`src/rtl/computie_bus_capture_controller.sv`:
```
// Trigger-qualified bus record capture: arms on a command, stores a bounded run of
// snooped records starting at the trigger address and drains them through a FIFO.
module computie_bus_capture_controller #(
    parameter int BITWIDTH = 32,
    parameter int DEPTH    = 16,
    localparam int RW      = 2 * BITWIDTH + 2,
    localparam int CW      = $clog2(DEPTH) + 1
) (
    input  logic                comm_clock,
    input  logic                reset,
    input  logic                cmd_arm,
    input  logic                cmd_abort,
    input  logic [BITWIDTH-1:0] trig_addr,
    input  logic [BITWIDTH-1:0] trig_mask,
    input  logic [CW-1:0]       capture_limit,
    input  logic                rec_valid,
    output logic                rec_ready,
    input  logic [RW-1:0]       rec_in,
    output logic                out_valid,
    input  logic                out_ready,
    output logic [RW-1:0]       out_data,
    output logic                record_start,
    output logic                record_trigger,
    input  logic                record_end,
    output logic                busy,
    output logic                done,
    output logic                overflow,
    output logic [CW-1:0]       count
);

    localparam int AW = $clog2(DEPTH);
    localparam logic [CW-1:0] DEPTH_C = CW'(DEPTH);

    typedef enum logic [2:0] {S_IDLE, S_ARMED, S_CAPTURE, S_DRAIN, S_DONE} state_t;

    state_t            state_q, state_d;
    logic [RW-1:0]     mem_q [DEPTH];
    logic [AW-1:0]     wr_ptr_q, wr_ptr_d, rd_ptr_q, rd_ptr_d;
    logic [CW-1:0]     occ_q, occ_d, count_q, count_d, limit_q, limit_d;
    logic [CW-1:0]     limit_sel_s, occ_after_pop_s;
    logic              overflow_q, overflow_d, trig_q, trig_d;
    logic              record_start_q, busy_q, done_q;
    logic              push_s, pop_s, flush_s, full_s, can_push_s, match_s;
    logic [BITWIDTH-1:0] rec_addr_s;

    assign rec_addr_s      = rec_in[2*BITWIDTH-1:BITWIDTH];
    assign match_s         = ((rec_addr_s ^ trig_addr) & trig_mask) == {BITWIDTH{1'b0}};
    assign full_s          = (occ_q == DEPTH_C);
    assign pop_s           = out_valid & out_ready;
    // A full FIFO still takes a push when the head leaves in the same cycle.
    assign can_push_s      = ~full_s | pop_s;
    assign occ_after_pop_s = occ_q - CW'(pop_s);
    assign limit_sel_s     = ((capture_limit == {CW{1'b0}}) || (capture_limit > DEPTH_C))
                             ? DEPTH_C : capture_limit;

    // Session control: next state, counters, sticky flags and FIFO write request.
    always_comb begin
        state_d    = state_q;
        count_d    = count_q;
        limit_d    = limit_q;
        overflow_d = overflow_q;
        trig_d     = 1'b0;
        push_s     = 1'b0;
        flush_s    = 1'b0;
        if (cmd_abort) begin
            state_d = S_IDLE;
            count_d = {CW{1'b0}};
            flush_s = 1'b1;
        end else begin
            case (state_q)
                S_IDLE, S_DONE: begin
                    if (cmd_arm) begin
                        state_d    = S_ARMED;
                        count_d    = {CW{1'b0}};
                        overflow_d = 1'b0;
                        limit_d    = limit_sel_s;
                    end else begin
                        state_d = state_q;
                    end
                end
                S_ARMED: begin
                    if (rec_valid && match_s) begin
                        push_s  = 1'b1;
                        trig_d  = 1'b1;
                        count_d = CW'(1);
                        state_d = (limit_q == CW'(1)) ? S_DRAIN : S_CAPTURE;
                    end else begin
                        state_d = S_ARMED;
                    end
                end
                S_CAPTURE: begin
                    if (rec_valid && can_push_s) begin
                        push_s  = 1'b1;
                        count_d = count_q + CW'(1);
                    end else if (rec_valid) begin
                        overflow_d = 1'b1;
                    end else begin
                        count_d = count_q;
                    end
                    if (record_end || (count_d == limit_q)) begin
                        state_d = S_DRAIN;
                    end else begin
                        state_d = S_CAPTURE;
                    end
                end
                S_DRAIN: begin
                    // Records arriving while the queue is still full count as lost.
                    if (rec_valid && !can_push_s) begin
                        overflow_d = 1'b1;
                    end else begin
                        overflow_d = overflow_q;
                    end
                    if (occ_after_pop_s == {CW{1'b0}}) begin
                        state_d = S_DONE;
                    end else begin
                        state_d = S_DRAIN;
                    end
                end
                default: state_d = S_IDLE;
            endcase
        end
    end

    // FIFO pointer and occupancy update; pointers wrap naturally at DEPTH.
    always_comb begin
        wr_ptr_d = wr_ptr_q;
        rd_ptr_d = rd_ptr_q;
        occ_d    = occ_q;
        if (flush_s) begin
            wr_ptr_d = {AW{1'b0}};
            rd_ptr_d = {AW{1'b0}};
            occ_d    = {CW{1'b0}};
        end else begin
            wr_ptr_d = wr_ptr_q + AW'(push_s);
            rd_ptr_d = rd_ptr_q + AW'(pop_s);
            occ_d    = occ_q + CW'(push_s) - CW'(pop_s);
        end
    end

    // Control and status registers.
    always_ff @(posedge comm_clock or posedge reset) begin
        if (reset) begin
            state_q        <= S_IDLE;
            wr_ptr_q       <= {AW{1'b0}};
            rd_ptr_q       <= {AW{1'b0}};
            occ_q          <= {CW{1'b0}};
            count_q        <= {CW{1'b0}};
            limit_q        <= DEPTH_C;
            overflow_q     <= 1'b0;
            trig_q         <= 1'b0;
            record_start_q <= 1'b0;
            busy_q         <= 1'b0;
            done_q         <= 1'b0;
        end else begin
            state_q        <= state_d;
            wr_ptr_q       <= wr_ptr_d;
            rd_ptr_q       <= rd_ptr_d;
            occ_q          <= occ_d;
            count_q        <= count_d;
            limit_q        <= limit_d;
            overflow_q     <= overflow_d;
            trig_q         <= trig_d;
            record_start_q <= (state_d == S_ARMED) || (state_d == S_CAPTURE);
            busy_q         <= (state_d == S_ARMED) || (state_d == S_CAPTURE) || (state_d == S_DRAIN);
            done_q         <= (state_d == S_DONE);
        end
    end

    // Record storage; contents are meaningless while occupancy is zero.
    always_ff @(posedge comm_clock) begin
        if (push_s) begin
            mem_q[wr_ptr_q] <= rec_in;
        end
    end

    assign rec_ready      = 1'b1;
    assign out_valid      = (occ_q != {CW{1'b0}});
    assign out_data       = mem_q[rd_ptr_q];
    assign record_start   = record_start_q;
    assign record_trigger = trig_q;
    assign busy           = busy_q;
    assign done           = done_q;
    assign overflow       = overflow_q;
    assign count          = count_q;

endmodule

```
`config.mk`:
```
export PLATFORM = sky130hd
export DESIGN_NAME = computie_bus_capture_controller
export DESIGN_NICKNAME = d
export VERILOG_FILES = /design/src/rtl/computie_bus_capture_controller.sv
export SDC_FILE = /design/constraint.sdc
export NUM_CORES = 1
export LEC_CHECK = 0
export ABC_CLOCK_PERIOD_IN_PS = 15300
export BUFFER_PORTS_ARGS = -buffer_cell sky130_fd_sc_hd__clkbuf_2
export CAP_MARGIN = 15
export CORE_MARGIN = 2
export CORE_UTILIZATION = 45
export CTS_BUF_LIST = sky130_fd_sc_hd__clkbuf_8
export DETAILED_ROUTE_END_ITERATION = 16
export PLACE_DENSITY = 0.64
export SLEW_MARGIN = 20
export SYNTH_ARGS = -nofsm -noshare
export SYNTH_HDL_FRONTEND = slang
export SYNTH_SLANG_ARGS = --single-unit
```
`constraint.sdc`:
```
create_clock -name comm_clock -period 15.3 [get_ports comm_clock]
set_clock_uncertainty 0.05 [all_clocks]
set_input_delay 1.53 -clock comm_clock [delete_from_list [all_inputs] [get_ports comm_clock]]
set_output_delay 1.53 -clock comm_clock [all_outputs]
set_load 0.005 [all_outputs]
```
==> results of run 1 <==
placed cells by master (no fill, tap or decap), types with 4 or more instances in the layout:
cell type	count
a21oi_1	15
a22oi_1	8
buf_4	42
clkbuf_2	218
clkbuf_8	173
clkinv_1	36
clkinv_2	13
clkinvlp_4	5
dfrtp_1	26
dfrtp_4	4
diode_2	4
edfxtp_1	1056
ha_1	16
inv_1	73
inv_6	4
mux4_2	330
nand2_1	48
nand2b_1	8
nand3_1	12
nand3b_1	6
nand4_1	12
nor2_1	17
nor2b_1	12
nor3_1	4
nor3_2	9
nor4_2	8
o21a_1	4
o21ai_0	11
xnor2_1	6
xor2_1	38
cells by family (layout without fill, tap and decap cells):
kind of cell	count (synthesis)	count (layout)	share of synthesized area, %
DFF	1087	1087	77.0
buffers and inverters	98	567	1.06
AOI/OAI and AO/OA	56	56	0.911
adders and majority gates	17	17	0.522
muxes	331	331	17.6
and+or+nand+nor	155	155	1.93
xor gates and xnor gates	44	44	0.914
other	1	5	0.00889
worst max-delay path by stage:
stage               cells past startpoint  slack, ns    startpoint            to
floorplan                               8       5.73  trig_addr[3]  mem_q[10][0]
global placement                        5       9.73   rd_ptr_q[0]  out_data[48]
detailed placement                     10       9.63    rec_in[33]  mem_q[2][25]
CTS                                     5       8.85   rd_ptr_q[0]  out_data[48]
global route                            5       8.63   rd_ptr_q[0]  out_data[36]
finish                                  5       9.06   rd_ptr_q[0]  out_data[28]
flip-flops by register name, summed over array words and instances (netlist names):
name / count
done: 1
count: 5
overflow: 1
record_start: 1
mem_q: 1056
limit_q: 5
rd_ptr_q: 4
busy: 1
wr_ptr_q: 4
occ_q: 5
record_trigger: 1
state_q: 3
worst max-delay path, stage by stage, from the launching register on:
cell and delay [ns]:
dfrtp_4 0.84, buf_4 0.82, buf_12 0.65, mux4_2 0.62
mux4_2 0.47, clkbuf_2 0.15
per-layer routing:
layer	share of wire, %	wire length (microns)	vias up
li1	-	-	8355
met1	42	41200	10900
met2	49	48600	805
met3	6.7	6550	150
met4	2.0	2010	6
met5	0.039	38	-
power groups by stage:
stage / Combinational (uW) / Clock, uW / Sequential [uW]
global route: 1220 / 2290 / 3320
global placement: 1140 / 0 / 3380
detailed placement: 1150 / 0 / 3380
CTS: 1150 / 2160 / 3320
finish: 1120 / 2100 / 3320
floorplan: 863 / 0 / 3350
area by class of cell:
cell class	count	area, sq um	share of cell area, %
Antenna cell	4	10.0	0.0209
Clock buffer	173	2380	4.98
Clock inverter	118	498	1.04
Inverter	13	48.8	0.102
Multi-Input combinational cell	604	9340	19.5
Sequential cell	1087	32500	68.0
Tap cell	1254	1570	3.28
Timing Repair Buffer	263	1470	3.07
per-stage QoR:
step	area, sq um	worst slack (ns)
5_1_grt	47800	8.63
4_1_cts	47800	8.85
3_5_place_dp	44900	9.63
6_report	47800	9.06
2_1_floorplan	42200	5.73
3_3_place_gp	44900	9.73
==> results.toml, run 1 <==
[outcome]
status = "finished, final reports clean"

[route]
vias_per_cell = 5.74
firstDrtPassIters = 5
num_vias = 20200
wire_per_inst_microns = 28.0
drc_errors = 0
final_antenna_net_count = 0
routed_wl_mm = 98.4
drtIter0Drc = 1993

[timing]
fmax_ghz = 0.160
whs_ns = 0.476
finalHoldViolations = 0
slew_violations = 0
layout_min_cycle_time_ns = 6.24
relSlewSlack_pct = 30.2
worst_slew_pin_slew_ns = 1.05
setup_violations = 0
setup_tns_ns = 0
fin_crit_sh_pct = 40.8
rsz0062_at_grt = "no"

[clocking]
htreeDepth = 4
cts_tree = "done"
clockBufferDepth = 3
cts_setup_buffers = 0
cts_root_buf = "clkbuf_8"
cts.repair.resized = 0
numCtsBuffers = 170
cts_hold_buf = 0
insertion_delay_ns = 0.81
cts.sinks = 1087
path_clk_slew_ns = 0.06

[floorplan]
die_h_microns = 310
fp-row-count = 112
die_w_microns = 310
core_sq_um = 93000
io_pins = 220
die_area_sq_um = 96200
start_util_pct = 45.3

[global_routing]
grtUsageTotal_pct = 20.8
grt_antenna_before_repair = 6
grt_first_pass_wirelength_mm = 142
grt_max_degree = 161
grt_util_met1_pct = 29.0
grt.busiest_layer = "met2"
grt_pass1_vias = 21100
grtUsageMet2_pct = 33.5
met3_usage_pct = 4.18
grt_overflow = 0

[worst_setup_path]
timing.rr.end = "occ_q[4]"
end_kind = "output pin"
regToRegSetupSlack_ns = 11.04
reg2reg_depth = 14
critPathMaxFanout = 104
cp.required_ns = 13.72
start_kind = "flop"
path_class = "reg2out"
r2r-start = "occ_q[2]"
critPathArrivalTime_ns = 4.66

[synthesis]
synth_area_sq_um = 42200
synth_top_flop_cell = "edfxtp_1"
synth-edff-count = 1056
avgSynthCellArea_sq_um = 23.6
synth_nets = 1948
ys_seq_elements = 1087
ys_seq_area_share_pct = 77.0
synth_commonest_cells = "edfxtp_1, mux4_2, nand2_1"
yosys_warnings = 0
yosysMostFrequentCell = "edfxtp_1"
synth_largest_area_cell = "edfxtp_1"
synth_cell_types = 56
yosysTopAreaCellShare_pct = 75.2
syn_inst = 1789
synth_area_leaders = "edfxtp_1, mux4_2, dfrtp_1, xor2_1, ha_1"
synthArstFlopShare_pct = 2.85

[final_layout]
fillers = 7337
layout-drive-gt1-share_pct = 36.3
synthToLayoutAreaGrowth_pct = 13.4
nets = 2298
utilization_pct = 51.4
final_cells = 3516

[power]
seqPwrFrac_pct = 50.7
ir_drop_mv = 0.116
clockPowerShare_pct = 32.1
power_density_nw_per_um2 = 137
p_comb_share_pct = 17.2
power.internal_uw = 4930
p_switching_uw = 1620
p_leak_uw = 0.0152
finalPower_uw = 6550
p_sw_share_pct = 24.7

[job]
cap_violations = 0

[placed_design]
routabilityCongestion = 0.894
port-buffer-count = 218
dpl.hpwl_mm = 52.8
dpl.cell_count = 3220

[worst_hold_path]
whs_endpoint = "limit_q[4]"
hold_class = "reg2reg"
hold_depth = 2
min-delay-start = "limit_q[4]"
Power figures use the tool's default switching activity.
==> run 2: changes to the inputs <==
ABC_CLOCK_PERIOD_IN_PS = 6000   (was 15300)
clock period = 6 ns   (was 15.3 ns; I/O delays follow)
==> run 2 against run 1 <==
Compared with the run above: register-to-register slack lost 9.1 ns; worst setup slack lost 7.4 ns; wire length grew 0.44%; worst hold slack lost 0.38 ns; highest routed layer unchanged.
==> results.toml, run 2 (synthesized netlist as in run 1, its figures left out) <==
[power]
finalPower_uw = 16800
ir_drop_mv = 0.228
power_density_nw_per_um2 = 349
p_leak_uw = 0.0155

[global_routing]
grt_first_pass_wirelength_mm = 143
grt_pass1_vias = 21400
grt_max_degree = 103
grt_overflow = 0
grtUsageTotal_pct = 21.0
grt_antenna_before_repair = 12

[timing]
fin_crit_sh_pct = 72.5
rsz0062_at_grt = "no"
relSlewSlack_pct = 33.0
worst_slew_pin_slew_ns = 1.01
layout_min_cycle_time_ns = 4.35
finalHoldViolations = 0
fmax_ghz = 0.230
setup_violations = 0
slew_violations = 0

[route]
firstDrtPassIters = 6
num_vias = 20200
final_antenna_net_count = 0
routed_wl_mm = 98.9
vias_per_cell = 5.73
drtIter0Drc = 1826
wire_per_inst_microns = 28.0
drc_errors = 0

[worst_setup_path]
end_kind = "output pin"
critPathMaxFanout = 39
critPathArrivalTime_ns = 3.70
cpMostUsedCell = "mux4_2"
cp.required_ns = 5.35
cp_slowest_stage_delay_ns = 0.99
cp_num_buf_inv = 2
path_class = "reg2out"
crit_path_cell_trace = "buf_4 > mux4_2 > mux4_2 > clkbuf_2"
start_kind = "flop"
cp_slowest_cell = "dfrtp_4"
cpLargestDelayFamily = "multiplexers"

[clocking]
htreeDepth = 4
cts.sinks = 1087
cts_hold_buf = 6
numCtsBuffers = 169
cts_tree = "done"
path_clk_slew_ns = 0.06
clockBufferDepth = 3
cts_root_buf = "clkbuf_8"
insertion_delay_ns = 0.83
cts.repair.resized = 0
cts_setup_buffers = 0

[final_layout]
synthToLayoutAreaGrowth_pct = 14.2
most-common-layout-cells = "edfxtp_1, mux4_2, clkbuf_2"
utilization_pct = 51.8
top_register = "mem_q"
final_common_cell = "edfxtp_1"
final_cells = 3528
nets = 2308
largest_reg_flops = 1056
layout-drive-gt1-share_pct = 36.3

[placed_design]
routabilityCongestion = 0.851
dpl.hpwl_mm = 53.4
port-buffer-count = 218
dpl.cell_count = 3226

[floorplan]
core_sq_um = 93000
start_util_pct = 45.3
io_pins = 220
die_w_microns = 310
die_h_microns = 310
die_area_sq_um = 96200
fp-row-count = 112

[outcome]
status = "finished, final reports clean"

[job]
cap_violations = 0

[worst_hold_path]
hold_class = "in2reg"
[run 2: cell types whose count changed in the layout (fill, tap and decap cells not counted), moves of 3 or more]
cell | before | now
dlygate4sd3_1 | 0 | 6
clkinv_2 | 13 | 8
clkinv_1 | 36 | 24
nor3_4 | 0 | 7
inv_1 | 73 | 87
buf_12 | 3 | 17
inv_6 | 4 | 7
clkbuf_8 | 173 | 170
nor3_2 | 9 | 2
inv_8 | 0 | 3
buf_4 | 42 | 32
[run 2: final timing paths]
kind	end	depth (start not counted)	slack, ns	from
min in group asynchronous	record_trigger	4	0.34	reset
max in group asynchronous	rd_ptr_q[0]	4	5.21	reset
worst min register to register	limit_q[4]	2	0.47	limit_q[4]
worst max-delay path	out_data[58]	4	1.65	rd_ptr_q[0]
worst max register to register	occ_q[4]	14	1.93	occ_q[2]
worst min-delay path	limit_q[4]	4	0.1	capture_limit[4]
[run 2: layout make-up]
class	count	area, sq um
flip-flops and latches	1087	32500
fillers	7358	44900
repair buffers	274	1750
clock buffers	170	2340
inverters	13	48.8
well taps	1254	1570
diodes	5	12.5
clock inverters	121	563
multi-input cells	604	9380
[run 2: worst min-delay path: stages]
cell	delay, ns
clkbuf_2	0.08
inv_1	0.07
ha_1	0.14
o21ai_0	0.08
[run 2: where the power goes]
group | internal [uW] | total (uW) | switching, uW | leakage (uW)
Sequential | 8350 | 8490 | 138 | 0.00989
Clock | 2680 | 5430 | 2750 | 0.00175
Combinational | 1600 | 2900 | 1300 | 0.00387
Total | 12600 | 16800 | 4190 | 0.0155
[run 2: through the flow]
stage               setup slack, ns  setup TNS (ns)  hold slack (ns)  cell area (sq um)
global route                   1.39               0           0.0816              48200
CTS                            1.48               0           0.0270              48200
floorplan                     -2.64        -1156.72            0.427              42200
detailed placement             1.33               0            0.460              45200
finish                         1.65               0           0.0966              48200
global placement               1.43               0            0.458              45200
[run 2: metal layers]
layer | vias up | global-route usage (%) | wire length (microns)
met4 | 16 | 6.93 | 2330
met1 | 10800 | 28.3 | 39800
met5 | - | 0 | 115
met2 | 832 | 33.4 | 48700
li1 | 8393 | - | -
met3 | 186 | 5.62 | 7940
